===== config.mk =====
export PLATFORM = sky130hd
export DESIGN_NAME = sram_arbiter_flat
export DESIGN_NICKNAME = d
export VERILOG_FILES = /design/src/rtl/sram_arbiter_if.sv /design/src/rtl/sram_arbiter.sv /design/src/flat_wrapper.sv
export SDC_FILE = /design/constraint.sdc
export NUM_CORES = 1
export LEC_CHECK = 0
export BUFFER_PORTS_ARGS = -buffer_cell sky130_fd_sc_hd__buf_2
export CORE_MARGIN = 2
export CORE_UTILIZATION = 45
export CTS_CLUSTER_SIZE = 24
export DETAILED_ROUTE_END_ITERATION = 10
export GPL_TIMING_DRIVEN = 0
export HOLD_SLACK_MARGIN = 0.12
export PLACE_DENSITY = 0.8
export SYNTH_ARGS = -nofsm -noshare
export SYNTH_HDL_FRONTEND = slang
export SYNTH_SLANG_ARGS = --single-unit
export TNS_END_PERCENT = 100

===== constraint.sdc =====
create_clock -name clock -period 1.33 [get_ports clock]
set_input_delay 0.133 -clock clock [delete_from_list [all_inputs] [get_ports clock]]
set_output_delay 0.133 -clock clock [all_outputs]
set_load 0.005 [all_outputs]

===== src/rtl/sram_arbiter_if.sv =====
// -----------------------------------------------------------------------------
// sram_arbiter_if
// Bundles everything the SRAM arbiter exchanges with its two requesters and
// with the single-port SRAM.
//   req0_* / req1_*  : access request handshake (valid/ready), write flag,
//                      address, write data, lock hint
//   rsp0_valid/rsp1_valid, rsp_data : read response pulse and shared data
//   sram_*           : registered SRAM control, write data and read data return
// Modports:
//   slave  : the arbiter side
//   master : the requester/SRAM environment side
// -----------------------------------------------------------------------------
interface sram_arbiter_if #(
  parameter int ADDR_WIDTH = 8,
  parameter int DATA_WIDTH = 16
);
  logic                  req0_valid;
  logic                  req0_ready;
  logic                  req0_write;
  logic [ADDR_WIDTH-1:0] req0_address;
  logic [DATA_WIDTH-1:0] req0_wdata;
  logic                  req0_lock;

  logic                  req1_valid;
  logic                  req1_ready;
  logic                  req1_write;
  logic [ADDR_WIDTH-1:0] req1_address;
  logic [DATA_WIDTH-1:0] req1_wdata;
  logic                  req1_lock;

  logic                  rsp0_valid;
  logic                  rsp1_valid;
  logic [DATA_WIDTH-1:0] rsp_data;

  logic [ADDR_WIDTH-1:0] sram_address;
  logic [DATA_WIDTH-1:0] sram_write_data;
  logic                  sram_enable;
  logic                  sram_write;
  logic [DATA_WIDTH-1:0] sram_read_data;

  modport slave (
    input  req0_valid, req0_write, req0_address, req0_wdata, req0_lock,
    input  req1_valid, req1_write, req1_address, req1_wdata, req1_lock,
    output req0_ready, req1_ready,
    output rsp0_valid, rsp1_valid, rsp_data,
    output sram_address, sram_write_data, sram_enable, sram_write,
    input  sram_read_data
  );

  modport master (
    output req0_valid, req0_write, req0_address, req0_wdata, req0_lock,
    output req1_valid, req1_write, req1_address, req1_wdata, req1_lock,
    input  req0_ready, req1_ready,
    input  rsp0_valid, rsp1_valid, rsp_data,
    input  sram_address, sram_write_data, sram_enable, sram_write,
    output sram_read_data
  );
endinterface


===== src/rtl/sram_arbiter.sv =====
// -----------------------------------------------------------------------------
// sram_arbiter
// Two-requester round-robin arbiter and access sequencer in front of a
// single-port SRAM. One access is accepted per cycle; the winning request is
// registered onto the SRAM pins (issue stage) and, for reads, the SRAM output
// is registered into rsp_data one cycle later with a one-cycle rspN_valid
// pulse to the owner (capture stage). Read latency is 2 cycles.
//
// Ports:
//   clock    : rising-edge clock
//   reset_b  : asynchronous active-low reset
//   bus      : sram_arbiter_if.slave (requests, responses, SRAM pins)
//
// Optional feature macro: SRAM_ARB_LOCK_EN
//   defined   : reqN_lock lets the current holder keep the grant for up to
//               LOCK_MAX consecutive beats
//   undefined : lock inputs are ignored, pure round-robin
// -----------------------------------------------------------------------------
module sram_arbiter #(
  parameter int ADDR_WIDTH = 8,
  parameter int DATA_WIDTH = 16,
  parameter int LOCK_MAX   = 4
) (
  input  logic            clock,
  input  logic            reset_b,
  sram_arbiter_if.slave   bus
);

  typedef struct packed {
    logic                  write;
    logic [ADDR_WIDTH-1:0] address;
    logic [DATA_WIDTH-1:0] wdata;
    logic                  lock;
  } req_t;

  req_t       req0;
  req_t       req1;
  req_t       sel;
  logic [1:0] valid;
  logic       last_grant;
  logic       grant_any;
  logic       grant_id;
  logic       hold;
  logic       issue_owner;

  assign req0  = '{write: bus.req0_write, address: bus.req0_address,
                   wdata: bus.req0_wdata, lock: bus.req0_lock};
  assign req1  = '{write: bus.req1_write, address: bus.req1_address,
                   wdata: bus.req1_wdata, lock: bus.req1_lock};
  assign valid = {bus.req1_valid, bus.req0_valid};

  // Grant selection. A held lock wins outright; otherwise a tie goes to the
  // requester that did not win last, and a single valid simply wins.
  // NOTE: every variable written in always_comb gets a default first so no
  // path leaves it unassigned, which would infer a latch.
  always_comb begin
    grant_any = |valid;
    grant_id  = 1'b0;
    if (hold) begin
      grant_id = last_grant;
    end else if (&valid) begin
      grant_id = ~last_grant;
    end else begin
      grant_id = valid[1];
    end
  end

  assign sel = grant_id ? req1 : req0;

  // Ready is gated by reset_b so all outputs read 0 while reset is held.
  assign bus.req0_ready = reset_b & grant_any & ~grant_id;
  assign bus.req1_ready = reset_b & grant_any &  grant_id;

`ifdef SRAM_ARB_LOCK_EN
  localparam int CW = $clog2(LOCK_MAX + 1);

  // beat_cnt != 0 means the last beat was a locked transfer by last_grant and
  // the holder may take another one. It counts beats already taken and wraps
  // to 0 when LOCK_MAX is reached, which releases the lock.
  logic [CW-1:0] beat_cnt;
  logic [CW-1:0] beat_cnt_next;

  assign hold = (beat_cnt != '0) && valid[last_grant];

  always_comb begin
    beat_cnt_next = '0;
    if (grant_any && sel.lock) begin
      beat_cnt_next = hold ? beat_cnt + 1'b1 : CW'(1);
      if (beat_cnt_next == CW'(LOCK_MAX)) begin
        beat_cnt_next = '0;
      end
    end
  end

  always_ff @(posedge clock or negedge reset_b) begin
    if (!reset_b) begin
      beat_cnt <= '0;
    end else begin
      beat_cnt <= beat_cnt_next;
    end
  end
`else
  assign hold = 1'b0;

  logic unused_lock;
  assign unused_lock = &{1'b0, sel.lock, (LOCK_MAX > 0)};
`endif

  // Issue stage: register the winner onto the SRAM pins. Address and write
  // data hold their last value when idle.
  // NOTE: sequential state uses non-blocking assignments so every register
  // samples pre-edge values regardless of statement order.
  always_ff @(posedge clock or negedge reset_b) begin
    if (!reset_b) begin
      bus.sram_address    <= '0;
      bus.sram_write_data <= '0;
      bus.sram_enable     <= 1'b0;
      bus.sram_write      <= 1'b0;
      issue_owner         <= 1'b0;
      last_grant          <= 1'b1;
    end else if (grant_any) begin
      bus.sram_address    <= sel.address;
      bus.sram_write_data <= sel.wdata;
      bus.sram_enable     <= 1'b1;
      bus.sram_write      <= sel.write;
      issue_owner         <= grant_id;
      last_grant          <= grant_id;
    end else begin
      bus.sram_enable     <= 1'b0;
      bus.sram_write      <= 1'b0;
    end
  end

  // Capture stage: a read on the pins this cycle is sampled at the closing
  // edge, giving the owner a one-cycle response pulse.
  always_ff @(posedge clock or negedge reset_b) begin
    if (!reset_b) begin
      bus.rsp_data   <= '0;
      bus.rsp0_valid <= 1'b0;
      bus.rsp1_valid <= 1'b0;
    end else if (bus.sram_enable && !bus.sram_write) begin
      bus.rsp_data   <= bus.sram_read_data;
      bus.rsp0_valid <= ~issue_owner;
      bus.rsp1_valid <=  issue_owner;
    end else begin
      bus.rsp0_valid <= 1'b0;
      bus.rsp1_valid <= 1'b0;
    end
  end

endmodule


===== src/flat_wrapper.sv =====
// flat-port wrapper written by rule: the top's interface ports become plain ports
module sram_arbiter_flat 
#(
  parameter int ADDR_WIDTH = 8,
  parameter int DATA_WIDTH = 16,
  parameter int LOCK_MAX   = 4
)
  (clock, reset_b, bus_req0_valid, bus_req0_write, bus_req0_address, bus_req0_wdata, bus_req0_lock, bus_req1_valid, bus_req1_write, bus_req1_address, bus_req1_wdata, bus_req1_lock, bus_req0_ready, bus_req1_ready, bus_rsp0_valid, bus_rsp1_valid, bus_rsp_data, bus_sram_address, bus_sram_write_data, bus_sram_enable, bus_sram_write, bus_sram_read_data);
  sram_arbiter_if #(.ADDR_WIDTH(ADDR_WIDTH), .DATA_WIDTH(DATA_WIDTH)) bus_i ();
  input  logic clock;
  input  logic reset_b;
  input wire logic [$bits(bus_i.req0_valid)-1:0] bus_req0_valid;
  input wire logic [$bits(bus_i.req0_write)-1:0] bus_req0_write;
  input wire logic [$bits(bus_i.req0_address)-1:0] bus_req0_address;
  input wire logic [$bits(bus_i.req0_wdata)-1:0] bus_req0_wdata;
  input wire logic [$bits(bus_i.req0_lock)-1:0] bus_req0_lock;
  input wire logic [$bits(bus_i.req1_valid)-1:0] bus_req1_valid;
  input wire logic [$bits(bus_i.req1_write)-1:0] bus_req1_write;
  input wire logic [$bits(bus_i.req1_address)-1:0] bus_req1_address;
  input wire logic [$bits(bus_i.req1_wdata)-1:0] bus_req1_wdata;
  input wire logic [$bits(bus_i.req1_lock)-1:0] bus_req1_lock;
  output wire logic [$bits(bus_i.req0_ready)-1:0] bus_req0_ready;
  output wire logic [$bits(bus_i.req1_ready)-1:0] bus_req1_ready;
  output wire logic [$bits(bus_i.rsp0_valid)-1:0] bus_rsp0_valid;
  output wire logic [$bits(bus_i.rsp1_valid)-1:0] bus_rsp1_valid;
  output wire logic [$bits(bus_i.rsp_data)-1:0] bus_rsp_data;
  output wire logic [$bits(bus_i.sram_address)-1:0] bus_sram_address;
  output wire logic [$bits(bus_i.sram_write_data)-1:0] bus_sram_write_data;
  output wire logic [$bits(bus_i.sram_enable)-1:0] bus_sram_enable;
  output wire logic [$bits(bus_i.sram_write)-1:0] bus_sram_write;
  input wire logic [$bits(bus_i.sram_read_data)-1:0] bus_sram_read_data;
  assign bus_i.req0_valid = bus_req0_valid;
  assign bus_i.req0_write = bus_req0_write;
  assign bus_i.req0_address = bus_req0_address;
  assign bus_i.req0_wdata = bus_req0_wdata;
  assign bus_i.req0_lock = bus_req0_lock;
  assign bus_i.req1_valid = bus_req1_valid;
  assign bus_i.req1_write = bus_req1_write;
  assign bus_i.req1_address = bus_req1_address;
  assign bus_i.req1_wdata = bus_req1_wdata;
  assign bus_i.req1_lock = bus_req1_lock;
  assign bus_req0_ready = bus_i.req0_ready;
  assign bus_req1_ready = bus_i.req1_ready;
  assign bus_rsp0_valid = bus_i.rsp0_valid;
  assign bus_rsp1_valid = bus_i.rsp1_valid;
  assign bus_rsp_data = bus_i.rsp_data;
  assign bus_sram_address = bus_i.sram_address;
  assign bus_sram_write_data = bus_i.sram_write_data;
  assign bus_sram_enable = bus_i.sram_enable;
  assign bus_sram_write = bus_i.sram_write;
  assign bus_i.sram_read_data = bus_sram_read_data;
  sram_arbiter #(.ADDR_WIDTH(ADDR_WIDTH), .DATA_WIDTH(DATA_WIDTH), .LOCK_MAX(LOCK_MAX)) u_core (.clock(clock), .reset_b(reset_b), .bus(bus_i));
endmodule

==> results.json <==
{
  "via_per_inst": 5.31,
  "initial_utilization_pct": 47.4,
  "port-buffer-count": 113,
  "peakVddDrop_mv": 0.506,
  "reg_top3": "u_core.bus.rsp_data: 16 flops, u_core.bus.sram_write_data: 16 flops, u_core.bus.sram_address: 8 flops",
  "synthFlopType": "dfrtp_1",
  "final_layout_size_suffix_gt1_share_pct": 47.2,
  "syn2layout_area_growth_pct": 59.3,
  "die_y_um": 75.0,
  "syn_area_per_cell_um2": 11.8,
  "vias": 2257,
  "synthesis.nets": 264,
  "worstPathMaxFanout": 4,
  "synth_edf_count": 0,
  "firstDrtPassIters": 4,
  "ys_seq_area_share_pct": 50.8,
  "grt_pass1_vias": 2333,
  "p_leak_nw": 1.83,
  "cts_tree": "built",
  "synthCells": 192,
  "critPathSlowestCell": "dfstp_2",
  "setup.worst_path.class": "reg2out",
  "grt_setup_unrepaired": "yes",
  "synth_top_area_share_pct": 49.7,
  "synthesis.area_um2": 2270,
  "gp_congestion": 0.759,
  "grt_usage_pct": 24.8,
  "powerDensity_nw_per_um2": 1020,
  "grt_pass1_wl_mm": 10.5,
  "wl_mm": 6.97,
  "gr-total-overflow": 0,
  "cts_buffers": 5,
  "wl_per_cell_um": 16.4,
  "violations": "hold timing, setup timing",
  "start_kind": "register",
  "crit_cells": 4,
  "setup_violations": 15,
  "cts.sinks": 46,
  "synth_area_leaders": "dfrtp_1 50%, mux2i_1 11%, and3_1 7.2%",
  "drt_iter0_drc": 84,
  "fin_util_pct": 75.5,
  "finClkSkew_ns": 0.00431,
  "hpwlAfterDp_mm": 4.12,
  "fin_ws_ns": -0.154,
  "grt_max_degree": 49,
  "maxSlewViolCount": 0,
  "fp.dieArea_um2": 5620,
  "crit_end": "bus_req1_ready",
  "endpoint_kind": "output pin",
  "critPathTopFamily": "flip-flops",
  "antenna_cells": 0,
  "worstReg2RegEnd": "u_core.bus.sram_write_data[8]",
  "clk_latency_ns": 0.29,
  "cp.required_ns": 1.20,
  "nNetsFinal": 429,
  "dp.cells": 372,
  "yosys.area.top_type": "dfrtp_1",
  "path_buf_inv": 2,
  "root_buffer": "clkbuf_8",
  "cts_buffer_depth": 2,
  "reg2reg_slack_ns": -0.11,
  "status": "complete, but fails checks",
  "rows": 25,
  "ys_types": 23,
  "htreeDepth": 2,
  "pre_cts_ws_ns": -0.193,
  "period_needed_ns": 1.48,
  "ys_warn_count": 0,
  "worst_path_largest_cell_delay_ns": 0.61,
  "final_hold_viol_count": 45,
  "max_freq_ghz": 0.674,
  "reg2reg_depth": 5,
  "r2r-start": "u_core.last_grant",
  "worst_hold_slack_ns": -0.147,
  "worstPathCellList": "nand2_8 -> buf_8 -> and3_4 -> buf_6",
  "hold_buffers": 42,
  "cap_violations": 0,
  "fin_cells": 425,
  "drc": 0,
  "ant_nets": 0,
  "timing.final.crit_share_pct": 112,
  "ys_ff_latch": 46,
  "path_clk_slew_ns": 0.08,
  "critPathLaunch": "u_core.last_grant",
  "worst_pin_slew_ns": 0.647,
  "timing.slew.headroom_pct": 56.9,
  "synthArstFlopShare_pct": 100,
  "coreArea_um2": 4790,
  "crit_arrival_ns": 1.35,
  "min_path_type": "in2async",
  "die_w_um": 75.0,
  "io_pins": 118,
  "antenna_found_initial": 0
}
==> metal layers <==
metal | track usage (%) | up-vias | share of wire [%]
met2 | 45.0 | 122 | 51
met3 | 5.76 | 14 | 7.9
met1 | 28.5 | 1080 | 40
met5 | 0 | - | 0
met4 | 8.33 | 0 | 1.6
li1 | - | 1041 | -
==> synth_stat cells (4+ instances only) <==
| master | n |
|---|---|
| and3_1 | 26 |
| mux2_4 | 8 |
| dfrtp_1 | 45 |
| buf_2 | 4 |
| o21ai_0 | 6 |
| a31oi_1 | 24 |
| clkbuf_1 | 5 |
| buf_6 | 5 |
| mux2i_1 | 24 |
| o21ai_1 | 19 |
| mux2_2 | 8 |
| buf_4 | 4 |
==> worst register-to-register path: stages (launching register included) <==
cell and delay [ns]:
dfstp_2 0.61, nand2_8 0.06, buf_4 0.18, buf_8 0.16, a31oi_1 0.19, o21ai_1 0.10
==> area by class of cell <==
type,count,area (µm²)
Clock buffer,7,86.3
Clock inverter,1,5.00
Sequential cell,46,1150
Multi-Input combinational cell,126,1080
Buffer,18,168
Timing Repair Buffer,159,1030
Fill cell,338,1170
Inverter,1,3.75
Tap cell,67,83.8
==> cells in the final DEF, fill, tap and decap left out, types with 2 or more instances in the layout <==
cell	n
buf_8	3
o21ai_1	22
and3_4	3
nand2_1	2
a31oi_1	18
clkbuf_8	6
and3_1	23
nand3_1	2
mux2i_1	24
dlygate4sd3_1	42
buf_2	111
a31oi_4	5
o21ai_0	3
mux2_4	8
dfrtp_1	45
mux2_2	8
clkbuf_1	6
buf_6	8
and2_2	2
buf_4	7
==> kinds of logic (layout without fill, tap and decap cells) <==
family          count (synthesis)  after routing  share of synthesized area [%]
compound gates                 50             50                           12.5
flops                          46             46                           50.8
mux                            40             40                           19.9
buf+inv                        20            186                           6.57
simple gates                   36             36                           10.3
==> stage by stage <==
stage / TNS (ns) / hold slack (ns) / power [mW] / instance area (µm²)
floorplan: 0 / -0.163 / 2.20 / 2270
global placement: -0.561 / 0.365 / 2.60 / 2920
detailed placement: -0.815 / 0.370 / 2.63 / 2920
CTS: -0.819 / -0.141 / 3.62 / 3500
global route: -1.97 / -0.111 / 3.89 / 3610
finish: -0.991 / -0.147 / 3.69 / 3610
==> worst min-delay path by stage <==
stage	cells after the start	slack, ns	endpoint	start
after floorplan	0	-0.16	u_core.bus.rsp0_valid	reset_b
after global placement	2	0.36	u_core.bus.rsp_data[3]	bus_sram_read_data[3]
after detailed placement	1	0.37	u_core.bus.rsp_data[12]	reset_b
after CTS	1	-0.14	u_core.bus.sram_address[0]	reset_b
after global routing	1	-0.11	u_core.bus.sram_address[3]	reset_b
final	1	-0.15	u_core.bus.rsp_data[9]	reset_b
==> where the power goes <==
| group | switching [mW] | internal (mW) |
|---|---|---|
| clock network | 0.440 | 0.419 |
| logic | 0.483 | 0.637 |
| registers | 0.114 | 1.60 |
| total | 1.04 | 2.65 |
==> timing repair <==
action | in CTS | in global routing
endpoints found under the setup margin | 18 | 22
gates resized for setup | 12 | 17
setup buffers | 3 | 1
endpoints found under the hold margin | 86 | 45
pin swaps | 8 | 2
(Power assumes the default switching activity.)
